<file path="config.mk">
export PLATFORM = sky130hd
export DESIGN_NAME = preescalador_prog_flat
export DESIGN_NICKNAME = d
export VERILOG_FILES = /design/src/rtl/preescalador_pkg.sv /design/src/rtl/preescalador_if.sv /design/src/rtl/preescalador_canal.sv /design/src/rtl/preescalador_prog.sv /design/src/flat_wrapper.sv
export SDC_FILE = /design/constraint.sdc
export NUM_CORES = 1
export LEC_CHECK = 0
export BUFFER_PORTS_ARGS = -buffer_cell sky130_fd_sc_hd__buf_2
export CAP_MARGIN = 20
export CORE_ASPECT_RATIO = 1.75
export CORE_MARGIN = 2
export CORE_UTILIZATION = 60
export CTS_BUF_LIST = sky130_fd_sc_hd__clkbuf_8
export DETAILED_ROUTE_END_ITERATION = 10
export HOLD_SLACK_MARGIN = 0.08
export PLACE_DENSITY = 0.86
export SYNTH_ARGS = -nofsm -noshare
export SYNTH_HDL_FRONTEND = slang
export SYNTH_SLANG_ARGS = --single-unit
</file>
<file path="constraint.sdc">
create_clock -name i_Clk -period 4.9 [get_ports i_Clk]
set_input_delay 0.49 -clock i_Clk [delete_from_list [all_inputs] [get_ports i_Clk]]
set_output_delay 0.49 -clock i_Clk [all_outputs]
set_load 0.1 [all_outputs]
</file>
<file path="src/rtl/preescalador_pkg.sv">
// Shared definitions for the programmable prescaler: mode encodings, default
// divisor and the channel-select width helper.
package preescalador_pkg;

    localparam logic MODO_PULSO    = 1'b0;
    localparam logic MODO_CUADRADA = 1'b1;

    localparam int LIM_DEF = 100000;

    // A single channel still needs a one-bit select so the port never collapses.
    function automatic int sel_w(input int n);
        return (n <= 1) ? 1 : $clog2(n);
    endfunction

endpackage

</file>
<file path="src/rtl/preescalador_if.sv">
// Control/status bundle of the prescaler. master drives the controls and
// reads the ticks; slave is the prescaler side.
interface preescalador_if
    import preescalador_pkg::*;
#(
    parameter int N_CH = 3,
    parameter int W    = 17,
    parameter int SELW = sel_w(N_CH)
);
    // i_Wr is a one-cycle strobe with no back-pressure; o_Err answers a
    // rejected strobe exactly one cycle later.
    logic [N_CH-1:0] i_En;
    logic            i_Clr;
    logic            i_Wr;
    logic [SELW-1:0] i_Sel;
    logic [W-1:0]    i_Lim;
    logic [N_CH-1:0] i_Mode;
    logic [N_CH-1:0] o_Tick;
    logic [N_CH-1:0] o_Sq;
    logic            o_Err;

    modport master (
        output i_En, i_Clr, i_Wr, i_Sel, i_Lim, i_Mode,
        input  o_Tick, o_Sq, o_Err
    );

    modport slave (
        input  i_En, i_Clr, i_Wr, i_Sel, i_Lim, i_Mode,
        output o_Tick, o_Sq, o_Err
    );
endinterface

</file>
<file path="src/rtl/preescalador_canal.sv">
// One prescaler channel: wrap counter, double-buffered divisor, registered
// tick and optional square wave.
module preescalador_canal
    import preescalador_pkg::*;
#(
    parameter int W    = 17,
    parameter int LIM0 = LIM_DEF
) (
    input  logic         i_Clk,
    input  logic         i_Reset,
    input  logic         i_En,
    input  logic         i_Clr,
    input  logic         i_Wr,
    input  logic         i_Mode,
    input  logic [W-1:0] i_Lim,
    output logic         o_Tick,
    output logic         o_Sq
);
    localparam logic [W-1:0] LIM0_W = W'(LIM0);

    logic [W-1:0] r_cta;
    logic [W-1:0] r_lim_act;
    logic [W-1:0] r_lim_shd;
    logic         r_tick;
    logic         r_sq;

    logic w_wrap;
    logic w_sq_run;

    // >= rather than == so a shrunken divisor below the count still wraps.
    assign w_wrap   = (r_cta >= (r_lim_act - W'(1)));
    assign w_sq_run = (i_Mode == MODO_CUADRADA) ? r_sq : 1'b0;

    always_ff @(posedge i_Clk or negedge i_Reset) begin
        if (!i_Reset) begin
            r_cta     <= '0;
            r_lim_act <= LIM0_W;
            r_lim_shd <= LIM0_W;
            r_tick    <= 1'b0;
            r_sq      <= 1'b0;
        end else begin
            if (i_Clr) begin
                r_cta     <= '0;
                r_tick    <= 1'b0;
                r_sq      <= 1'b0;
                r_lim_act <= r_lim_shd;
            end else if (i_En) begin
                if (w_wrap) begin
                    r_cta     <= '0;
                    r_tick    <= 1'b1;
                    r_sq      <= (i_Mode == MODO_CUADRADA) ? ~r_sq : 1'b0;
                    // A write landing on the wrap edge governs the very next period.
                    r_lim_act <= i_Wr ? i_Lim : r_lim_shd;
                end else begin
                    r_cta  <= r_cta + W'(1);
                    r_tick <= 1'b0;
                    r_sq   <= w_sq_run;
                end
            end else begin
                r_tick    <= 1'b0;
                r_sq      <= w_sq_run;
                r_lim_act <= r_lim_shd;
            end
            if (i_Wr) begin
                r_lim_shd <= i_Lim;
            end
        end
    end

    assign o_Tick = r_tick;
    assign o_Sq   = r_sq;

endmodule

</file>
<file path="src/rtl/preescalador_prog.sv">
// Multi-channel programmable prescaler: write decode, error pulse and N_CH
// independent channels.
module preescalador_prog
    import preescalador_pkg::*;
#(
    parameter int N_CH = 3,
    parameter int W    = 17,
    parameter int LIM0 = LIM_DEF
) (
    input  logic           i_Clk,
    input  logic           i_Reset,
    preescalador_if.slave  bus
);
    localparam int SELW = sel_w(N_CH);

    if ((LIM0 < 1) || (longint'(LIM0) >= (longint'(1) << W))) begin : g_lim0_range
        $error("LIM0 must be in 1 .. 2**W-1");
    end

    logic            w_sel_ok;
    logic            w_acc;
    logic [N_CH-1:0] w_tick;
    logic [N_CH-1:0] w_sq;
    logic            r_err;

    assign w_sel_ok = (32'(bus.i_Sel) < 32'(N_CH));
    assign w_acc    = bus.i_Wr & w_sel_ok & (bus.i_Lim != '0);

    always_ff @(posedge i_Clk or negedge i_Reset) begin
        if (!i_Reset) begin
            r_err <= 1'b0;
        end else begin
            r_err <= bus.i_Wr & ~w_acc;
        end
    end

    for (genvar c = 0; c < N_CH; c++) begin : g_canal
        logic w_wr_ch;
        assign w_wr_ch = w_acc & (bus.i_Sel == SELW'(c));

        preescalador_canal #(
            .W    (W),
            .LIM0 (LIM0)
        ) u_canal (
            .i_Clk   (i_Clk),
            .i_Reset (i_Reset),
            .i_En    (bus.i_En[c]),
            .i_Clr   (bus.i_Clr),
            .i_Wr    (w_wr_ch),
            .i_Mode  (bus.i_Mode[c]),
            .i_Lim   (bus.i_Lim),
            .o_Tick  (w_tick[c]),
            .o_Sq    (w_sq[c])
        );
    end

    assign bus.o_Tick = w_tick;
    assign bus.o_Sq   = w_sq;
    assign bus.o_Err  = r_err;

endmodule

</file>
<file path="src/flat_wrapper.sv">
// flat-port wrapper written by rule: the top's interface ports become plain ports
module preescalador_prog_flat import preescalador_pkg::*;
#(
    parameter int N_CH = 3,
    parameter int W    = 17,
    parameter int LIM0 = LIM_DEF
)
  (i_Clk, i_Reset, bus_i_En, bus_i_Clr, bus_i_Wr, bus_i_Sel, bus_i_Lim, bus_i_Mode, bus_o_Tick, bus_o_Sq, bus_o_Err);
  preescalador_if #(.N_CH(N_CH), .W(W)) bus_i ();
  input  logic i_Clk;
  input  logic i_Reset;
  input wire logic [$bits(bus_i.i_En)-1:0] bus_i_En;
  input wire logic [$bits(bus_i.i_Clr)-1:0] bus_i_Clr;
  input wire logic [$bits(bus_i.i_Wr)-1:0] bus_i_Wr;
  input wire logic [$bits(bus_i.i_Sel)-1:0] bus_i_Sel;
  input wire logic [$bits(bus_i.i_Lim)-1:0] bus_i_Lim;
  input wire logic [$bits(bus_i.i_Mode)-1:0] bus_i_Mode;
  output wire logic [$bits(bus_i.o_Tick)-1:0] bus_o_Tick;
  output wire logic [$bits(bus_i.o_Sq)-1:0] bus_o_Sq;
  output wire logic [$bits(bus_i.o_Err)-1:0] bus_o_Err;
  assign bus_i.i_En = bus_i_En;
  assign bus_i.i_Clr = bus_i_Clr;
  assign bus_i.i_Wr = bus_i_Wr;
  assign bus_i.i_Sel = bus_i_Sel;
  assign bus_i.i_Lim = bus_i_Lim;
  assign bus_i.i_Mode = bus_i_Mode;
  assign bus_o_Tick = bus_i.o_Tick;
  assign bus_o_Sq = bus_i.o_Sq;
  assign bus_o_Err = bus_i.o_Err;
  preescalador_prog #(.N_CH(N_CH), .W(W), .LIM0(LIM0)) u_core (.i_Clk(i_Clk), .i_Reset(i_Reset), .bus(bus_i));
endmodule
</file>
==> results of run 1 <==
[registers in the layout, summed over array words and instances (netlist names)]
register / cells
u_core.bus.o_Err: 1
u_core.g_canal.u_canal.o_Sq: 3
u_core.g_canal.u_canal.o_Tick: 3
u_core.g_canal.u_canal.r_cta: 51
u_core.g_canal.u_canal.r_lim_act: 51
u_core.g_canal.u_canal.r_lim_shd: 51
[Yosys cell counts (10+ instances only)]
cell,n
sky130_fd_sc_hd__mux2i_1,20
sky130_fd_sc_hd__a22o_1,10
sky130_fd_sc_hd__nor4_1,11
sky130_fd_sc_hd__or3_1,16
sky130_fd_sc_hd__inv_1,37
sky130_fd_sc_hd__xor2_1,16
sky130_fd_sc_hd__clkbuf_1,21
sky130_fd_sc_hd__o311ai_0,12
sky130_fd_sc_hd__dfrtp_1,124
sky130_fd_sc_hd__a21oi_1,55
sky130_fd_sc_hd__nand2b_1,10
sky130_fd_sc_hd__nor2_1,76
sky130_fd_sc_hd__nand3_1,52
sky130_fd_sc_hd__xnor2_1,32
sky130_fd_sc_hd__a22oi_1,18
sky130_fd_sc_hd__a21o_1,12
sky130_fd_sc_hd__nor3_1,20
sky130_fd_sc_hd__o21ai_0,34
sky130_fd_sc_hd__dfstp_2,36
sky130_fd_sc_hd__nand2_1,75
sky130_fd_sc_hd__o22ai_1,35
sky130_fd_sc_hd__ha_1,57
sky130_fd_sc_hd__mux2_2,29
[logic make-up (layout without fill, tap and decap cells)]
kind of cell	count (synthesis)	after routing	share of synthesized area (%)
AOI/OAI and AO/OA	214	214	15.4
adders and majority gates	57	57	7.88
muxes	49	49	5.82
buffers and inverters	79	119	4.02
DFF	160	160	44.7
and+or+nand+nor	320	320	17.5
xor gates and xnor gates	48	48	4.64
[power groups by stage]
stage / clock, mW / combinational [mW] / sequential [mW]
2_1_floorplan: 0 / 0.438 / 1.65
3_3_place_gp: 0 / 0.561 / 1.68
3_5_place_dp: 0 / 0.591 / 1.69
4_1_cts: 0.980 / 0.599 / 1.67
5_1_grt: 1.04 / 0.678 / 1.70
6_report: 0.968 / 0.595 / 1.68
[placed cells by master, fill, tap and decap left out, types with 32 or more instances in the layout]
master	netlist	final
sky130_fd_sc_hd__nor2_1	76	76
sky130_fd_sc_hd__o22ai_1	35	35
sky130_fd_sc_hd__dfstp_2	36	36
sky130_fd_sc_hd__nand3_1	52	52
sky130_fd_sc_hd__a21oi_1	55	55
sky130_fd_sc_hd__inv_1	37	38
sky130_fd_sc_hd__o21ai_0	34	34
sky130_fd_sc_hd__nand2_1	75	75
sky130_fd_sc_hd__buf_2	9	34
sky130_fd_sc_hd__ha_1	57	57
sky130_fd_sc_hd__dfrtp_1	124	124
sky130_fd_sc_hd__xnor2_1	32	32
[worst reg2reg max path, stage by stage, from the launching register on]
cell	delay, ps
sky130_fd_sc_hd__dfrtp_1	410
sky130_fd_sc_hd__or4_1	550
sky130_fd_sc_hd__nor2_1	130
sky130_fd_sc_hd__nand2_1	110
sky130_fd_sc_hd__or4_1	480
sky130_fd_sc_hd__xor2_1	170
sky130_fd_sc_hd__ha_1	290
sky130_fd_sc_hd__and3_1	190
sky130_fd_sc_hd__a221o_1	310
sky130_fd_sc_hd__a221oi_1	290
sky130_fd_sc_hd__o21ai_1	240
sky130_fd_sc_hd__nand2b_1	490
sky130_fd_sc_hd__or3_1	460
sky130_fd_sc_hd__o21ai_0	80
[worst max path at each step]
| stage | start | cells past startpoint | endpoint | slack, ps |
|---|---|---|---|---|
| 2_1_floorplan | u_core.g_canal[2].u_canal.r_lim_act[4] | 14 | u_core.g_canal[2].u_canal.r_cta[12] | 1150 |
| 3_3_place_gp | u_core.g_canal[2].u_canal.r_lim_act[4] | 13 | u_core.g_canal[2].u_canal.r_cta[3] | 750 |
| 3_5_place_dp | u_core.g_canal[2].u_canal.r_lim_act[4] | 13 | u_core.g_canal[2].u_canal.r_cta[14] | 660 |
| 4_1_cts | u_core.g_canal[2].u_canal.r_lim_act[4] | 13 | u_core.g_canal[2].u_canal.r_cta[14] | 640 |
| 5_1_grt | u_core.g_canal[2].u_canal.r_lim_act[4] | 13 | u_core.g_canal[2].u_canal.r_cta[14] | 240 |
| 6_report | u_core.g_canal[2].u_canal.r_lim_act[4] | 13 | u_core.g_canal[2].u_canal.r_cta[14] | 620 |
[cell type report]
cell class / count / area (µm²)
Timing Repair Buffer: 50 / 294
Sequential cell: 160 / 4050
Multi-Input combinational cell: 688 / 4640
Inverter: 37 / 139
Clock buffer: 19 / 262
Clock inverter: 13 / 128
Fill cell: 1110 / 5100
Tap cell: 183 / 229
[stage by stage]
| stage | area, µm² | hold WS [ps] | instances | power (mW) |
|---|---|---|---|---|
| 2_1_floorplan | 9050 | 194 | 927 | 2.09 |
| 3_3_place_gp | 9350 | 483 | 1118 | 2.24 |
| 3_5_place_dp | 9350 | 488 | 1118 | 2.28 |
| 4_1_cts | 9740 | 137 | 1150 | 3.25 |
| 5_1_grt | 9740 | 165 | 1150 | 3.42 |
| 6_report | 9740 | 70.3 | 1150 | 3.24 |
[layer usage]
layer	wire length [µm]	part of all wire (%)
met1	8020	39
met5	0	0
met3	830	4.0
met4	1300	6.3
met2	10600	51
==> flow_results.org, run 1 <==
** Status
- Status :: finished clean

** GRT
- Global route total overflow :: 0
- Overall Global Routing Usage :: 26.7%
- Met1 Resource Use GR :: 29.9%
- Top Usage Layer GRT :: met2
- The first global-routing pass estimated 35300 µm of wire.
- Largest net degree at the start of global routing :: 99
- Initial antenna violation count :: 0
- Met3 usage :: 4.95%
- In the global route stage, met2 resource usage came out at 46.7%.
- Number of global-route vias before repair :: 7465

** Layout
- Layout cells sized above 1 :: 16.4%
- Area growth from synthesis to layout :: 7.59%
- The final layout contains 1040 nets.
- The number of antenna diodes in the final layout is 0.
- Core occupancy in the finished layout :: 65.6%

** Power and ir drop
- Reg power frac :: 51.8%
- Net switching is 30.9% of the power.
- VDD IR max :: 0.223 mV
- Relative contribution of combinational cells to total power :: 18.3%
- The analysis attributes to cell leakage a power of 4.28 nW.
- In this run, the clock network consumes 29.9% of the power.
- Internal Dissipation :: 2.24 mW
- Net switching power of the design :: 1.00 mW
- Pwr per Cell Area :: 333 nW/µm²

** STA
- RSZ-0062 raised after global routing :: no
- The smallest clock period supported by the final layout is computed as 4280 ps.
- Summed over all failing endpoints, the final setup total negative slack is 0 ps.
- Final setup violating endpoints :: 0
- Hold Vio Cnt, Final :: 0
- Worst slew margin :: 33.3%
- For this run, the top clock speed supported by timing is 234 MHz.
- Fraction of the cycle the final worst path needs :: 87.3%
- Worst-margin pin slew :: 997 ps
- Skew final :: 16.8 ps
- Final Max Slew Viols :: 0
- Worst Slack Setup Final :: 623 ps

** Clocking
- Clock tree synthesis found a total of 160 sinks.
- Post-CTS repair changed the size of 0 cells.
- In this run, CTS created clock tree buffers numbering 17.
- Post-CTS Repair Setup Buffers :: 0
- The tree is rooted in a sky130_fd_sc_hd__clkbuf_8.
- CTS max path bufs :: 2
- CTS tree :: yes
- After clock tree synthesis, the clock-pin slew on the worst setup and hold paths is 90 ps.
- The H-tree was split into 4 levels.
- Clock latency at the later pin of the worst-skew pair :: 470 ps
- Number of hold buffers added after cts :: 0

** Detailed routing
- Iter 0 DRT Violations :: 482
- Post-DR vias/cell :: 6.35
- Final ANT Viol Nets :: 0
- First-pass detailed-route iteration total :: 5
- Detailed-route wire length per cell :: 18.1 µm
- The routed layout has 7306 vias.
- After detailed routing, the number of remaining DRC violations is 0.
- Aggregate routed wire length :: 20800 µm

** Floorplanning
- The die is 96.9 µm wide.
- Core area :: 14800 µm²
- Height of the die :: 166 µm
- Die area :: 16100 µm²
- I/O pin cnt :: 36
- The floorplan has 59 rows.
- For this configuration, the core starts out at a cell density of 61.0%.

** Place
- The wire-length estimate of the detail-placed layout is 14800 µm.
- OpenSTA, run right after detailed placement, puts the worst setup slack at 660 ps.
- At the end of routability-driven placement, the weighted congestion stood at 0.906.
- The count of buffers added on input and output ports is 35.

** Setup path
- For this run, the slowest stage of the critical path takes 550 ps.
- The number of cells on the worst reg-to-reg path is 13.
- STA classifies the critical path endpoint as a flip-flop.
- In this run the worst path has a maximum fanout of 18.
- Traced cell by cell, the critical path runs through or4_1, nor2_1, nand2_1, or4_1, xor2_1, ha_1, and3_1, a221o_1, a221oi_1, o21ai_1, nand2b_1, or3_1, o21ai_0.
- The worst register-to-register path begins at u_core.g_canal[2].u_canal.r_lim_act[4].
- Worst path slowest cell :: sky130_fd_sc_hd__or4_1
- STA puts the critical path data arrival time at 4650 ps.
- Buffer and inverter count on the worst path :: 0
- Worst path top cell family by delay :: simple AND/OR/NAND/NOR gates
- Most frequent cell on the critical path :: sky130_fd_sc_hd__or4_1
- Required time at the endpoint of the critical path :: 5280 ps
- The worst setup path is launched from a flip-flop.
- The worst setup path is of the reg -> reg kind.
- The worst register-to-register path ends at u_core.g_canal[2].u_canal.r_cta[14].
- In this run the register-to-register setup slack is 620 ps.

** Yosys
- Number of distinct standard cells referenced by the synthesized netlist :: 56
- Synth Flop Type :: sky130_fd_sc_hd__dfrtp_1
- Yosys warns :: 0
- Number of register bits inferred by synthesis :: 160
- Ranked by total cell area, the synthesized netlist is headed by sky130_fd_sc_hd__dfrtp_1 34%, sky130_fd_sc_hd__dfstp_2 10%, sky130_fd_sc_hd__ha_1 7.9%.
- Total standard cell area after synthesis :: 9050 µm²
- After synthesis, flip-flops and latches occupy 44.7% of the total area.
- Fraction of synthesized cell area taken by the top area cell type :: 34.3%
- The synthesized design contains 0 enable-type register cells.
- Each instance of the synthesized netlist takes up on average 9.77 µm².
- Counting every net in the synthesized netlist gives 1013.
- After synthesis, the share of flip-flops with an asynchronous set or reset is 100%.
- Synthesis handed over a netlist of 927 instances.
- Summed over all instances, the cell type with the most area after synthesis is sky130_fd_sc_hd__dfrtp_1.

** Worst hold path
- The worst hold path belongs to the class in -> async.

** Run
- Count of max-cap constraint violations :: 0
(Power assumes the default switching activity.)
==> run 2: changes to the inputs <==
- ABC_CLOCK_PERIOD_IN_PS: not set -> 4900
- REMOVE_ABC_BUFFERS: not set -> 1
==> flow_results.org, run 2 (same netlist as run 1, synthesis figures left out) <==
** Setup path
- Worst r2r dst :: u_core.g_canal[2].u_canal.r_lim_act[14]
- Kind of capture point of the worst setup path :: flip-flop
- Data arrives at the worst endpoint at 4680 ps.
- Startpoint Class :: flip-flop
- Required time at the endpoint of the critical path :: 5260 ps
- R2R depth :: 14
- Worst setup path category :: reg -> reg
- Of all nets on the critical path, the largest fanout is 23.
- The worst register-to-register path begins at u_core.g_canal[2].u_canal.r_lim_act[4].
- For flop-to-flop paths, the worst setup slack is 580 ps.

** STA
- Across the routed clock network, the largest skew measured is 16.7 ps.
- Worst Slack Setup Final :: 581 ps
- Post-route minimum period :: 4320 ps
- For the pin with the worst max-slew slack, the measured transition is 1040 ps.
- Worst slew margin :: 30.7%
- Setup repair after global routing left no endpoint under its margin.
- The number of endpoints with negative hold slack in the final report came to 0.
- Setup violations remaining at the end of the flow were counted as 0.
- Final Max Slew Viols :: 0
- Fraction of the cycle the final worst path needs :: 88.2%
- Maximum operating frequency :: 232 MHz
- Setup tns final :: 0 ps
- Hold is met by 277 ps.

** Power and ir drop
- Reg power frac :: 50.4%
- Overall Power :: 3.33 mW
- Power spread over the standard cell area amounts to 341 nW/µm².
- Power share of the clock group :: 31.5%
- Combinational cells account for 18.0% of the total power.
- For this design the static power due to leakage is 4.30 nW.
- VDD IR max :: 0.302 mV
- Of the total power, the share spent switching nets is 30.1%.
- Net switching power of the design :: 1.01 mW
- The internal portion of the total power is 2.33 mW.

** Run
- Count of max-cap constraint violations :: 0

** Layout
- Post-layout net count :: 1039
- The repair_antennas step left the layout with diodes totalling 0.
- Regs by FF count :: u_core.g_canal.u_canal.r_cta x51, u_core.g_canal.u_canal.r_lim_act x51, u_core.g_canal.u_canal.r_lim_shd x51
- Compared with the post-synthesis result, the final layout area differs by 7.93%.
- Cells fill 65.8% of the core in the end.
- Most frequent cells in the layout :: 124 x sky130_fd_sc_hd__dfrtp_1, 76 x sky130_fd_sc_hd__nor2_1, 75 x sky130_fd_sc_hd__nand2_1
- After routing the design area is 9770 µm².
- The finished layout holds 1149 standard cells, fillers aside.
- Total of fill cells in the finished design :: 1114
- Most common cell after layout, fill and taps aside :: sky130_fd_sc_hd__dfrtp_1
- Cells with a size suffix above 1 make up 16.1% of the layout.

** Clocking
- CTS tree :: yes
- No sink is reached through more buffers than the 2 on the longest clock path.
- Clock latency at the later pin of the worst-skew pair :: 460 ps
- Clock tree synthesis inserted a total of 17 buffers.
- Clock Root Buffer :: sky130_fd_sc_hd__clkbuf_8
- After clock tree synthesis, the setup repair step added 0 buffers.
- Number of clock sinks :: 160
- CTS clock-pin slew for the worst setup and hold paths :: 100 ps
- Maximum level of the CTS H-tree :: 4

** GRT
- The first global-routing pass estimated 35700 µm of wire.
- Overall Global Routing Usage :: 27.2%
- Summed over all layers, the global routing overflow is 0.
- Largest net degree at the start of global routing :: 77
- The number of global-route vias before repair was 7293.
- Initial antenna violation count :: 0

** Floorplanning
- Die width :: 96.9 µm
- Die area :: 16100 µm²
- Initial Util :: 61.0%
- I/O pin cnt :: 36
- Height of the die :: 166 µm
- The total area inside the core boundary comes to 14800 µm².
- After floorplanning, the core was divided into 59 placement rows.

** Place
- Before CTS, the worst setup slack after placement is 709 ps.
- The placed instances occupy a cell area of 9340 µm².
- Placed cell count :: 1116
- Sum of net half-perimeters after detailed placement :: 14900 µm
- At the end of routability-driven placement, the weighted congestion stood at 0.903.
- Port bufs :: 35

** Status
- The flow ran to the end, and the final reports show no timing, DRC or antenna violations.

** Worst hold path
- Counting instances, the worst hold path has a depth of 2.
- Worst min-delay path class :: in -> reg
- In this run the most critical hold path is launched from bus_i_Mode[1].
- The path with the worst hold slack has its endpoint at u_core.g_canal[1].u_canal.o_Sq.

** Detailed routing
- The pre-antenna-repair detailed-routing pass consisted of 5 iterations.
- Aggregate routed wire length :: 21400 µm
- Vias after detailed routing :: 7286
- After detailed routing, the average wire length per cell comes to 18.6 µm.
- For this run, design rule violations remaining after detail routing come to 0.
- Final ANT Viol Nets :: 0
- Post-DR vias/cell :: 6.34
- Iter 0 DRT Violations :: 486
[run 2: cell types whose count changed in the layout (fill, tap and decap cells not counted), sizes merged, moves of 2 or more]
cell / delta
buf: -2
inv: +2
bufinv: +2
clkinvlp: -2
[run 2: power by group through the flow]
stage,clock [mW],combinational [mW],sequential (mW)
final,1.05,0.601,1.68
after global routing,1.11,0.678,1.70
after CTS,1.06,0.605,1.67
after detailed placement,0,0.593,1.69
after global placement,0,0.562,1.69
after floorplan,0,0.429,1.65
[run 2: area by class of cell]
cell class / count / area (µm²) / share of cell area (%)
multi-input cells: 688 / 4640 / 47.5
inverters: 37 / 139 / 1.42
repair buffers: 49 / 289 / 2.96
flip-flops and latches: 160 / 4050 / 41.4
clock inverters: 14 / 178 / 1.82
clock buffers: 18 / 248 / 2.54
well taps: 183 / 229 / 2.34
[run 2: what timing repair did]
item	in CTS	in global routing
endpoints found under the setup margin	0	0
gates resized for setup	0	0
hold buffers	1	0
hold endpoints to repair	37	0
[run 2: critical path, cell delays in order, from the launching register on]
cell and delay, ps:
sky130_fd_sc_hd__dfrtp_1 410, sky130_fd_sc_hd__or4_1 560, sky130_fd_sc_hd__nor2_1 160, sky130_fd_sc_hd__nand2_1 120, sky130_fd_sc_hd__or4_1 480, sky130_fd_sc_hd__xor2_1 170, sky130_fd_sc_hd__ha_1 290, sky130_fd_sc_hd__and3_1 180
sky130_fd_sc_hd__a221o_1 290, sky130_fd_sc_hd__a221oi_1 290, sky130_fd_sc_hd__o21ai_1 120, sky130_fd_sc_hd__buf_4 230, sky130_fd_sc_hd__a21oi_2 630, sky130_fd_sc_hd__nor2_1 90, sky130_fd_sc_hd__a21oi_1 200
[run 2: layer usage]
layer  share of wire (%)  GRT usage [%]  wire length (µm)  up-vias
li1                    -              -                 -     3431
met1                  38           30.1              8100     3563
met2                  53           49.5             11400      215
met3                 3.7           4.11               798       77
met4                 5.3           14.8              1130        0
met5                   0              0                 0        -
[run 2: how the worst max path moves through the flow]
stage / start / to / slack, ps / depth (start not counted)
2_1_floorplan: u_core.g_canal[2].u_canal.r_lim_act[4] / u_core.g_canal[2].u_canal.r_cta[14] / 740 / 13
3_3_place_gp: u_core.g_canal[2].u_canal.r_lim_act[4] / u_core.g_canal[2].u_canal.r_lim_act[1] / 850 / 14
3_5_place_dp: u_core.g_canal[2].u_canal.r_lim_act[4] / u_core.g_canal[2].u_canal.r_lim_act[2] / 710 / 14
4_1_cts: u_core.g_canal[2].u_canal.r_lim_act[4] / u_core.g_canal[2].u_canal.r_lim_act[7] / 650 / 14
5_1_grt: u_core.g_canal[2].u_canal.r_lim_act[4] / u_core.g_canal[2].u_canal.r_lim_act[14] / 210 / 14
6_report: u_core.g_canal[2].u_canal.r_lim_act[4] / u_core.g_canal[2].u_canal.r_lim_act[14] / 580 / 14
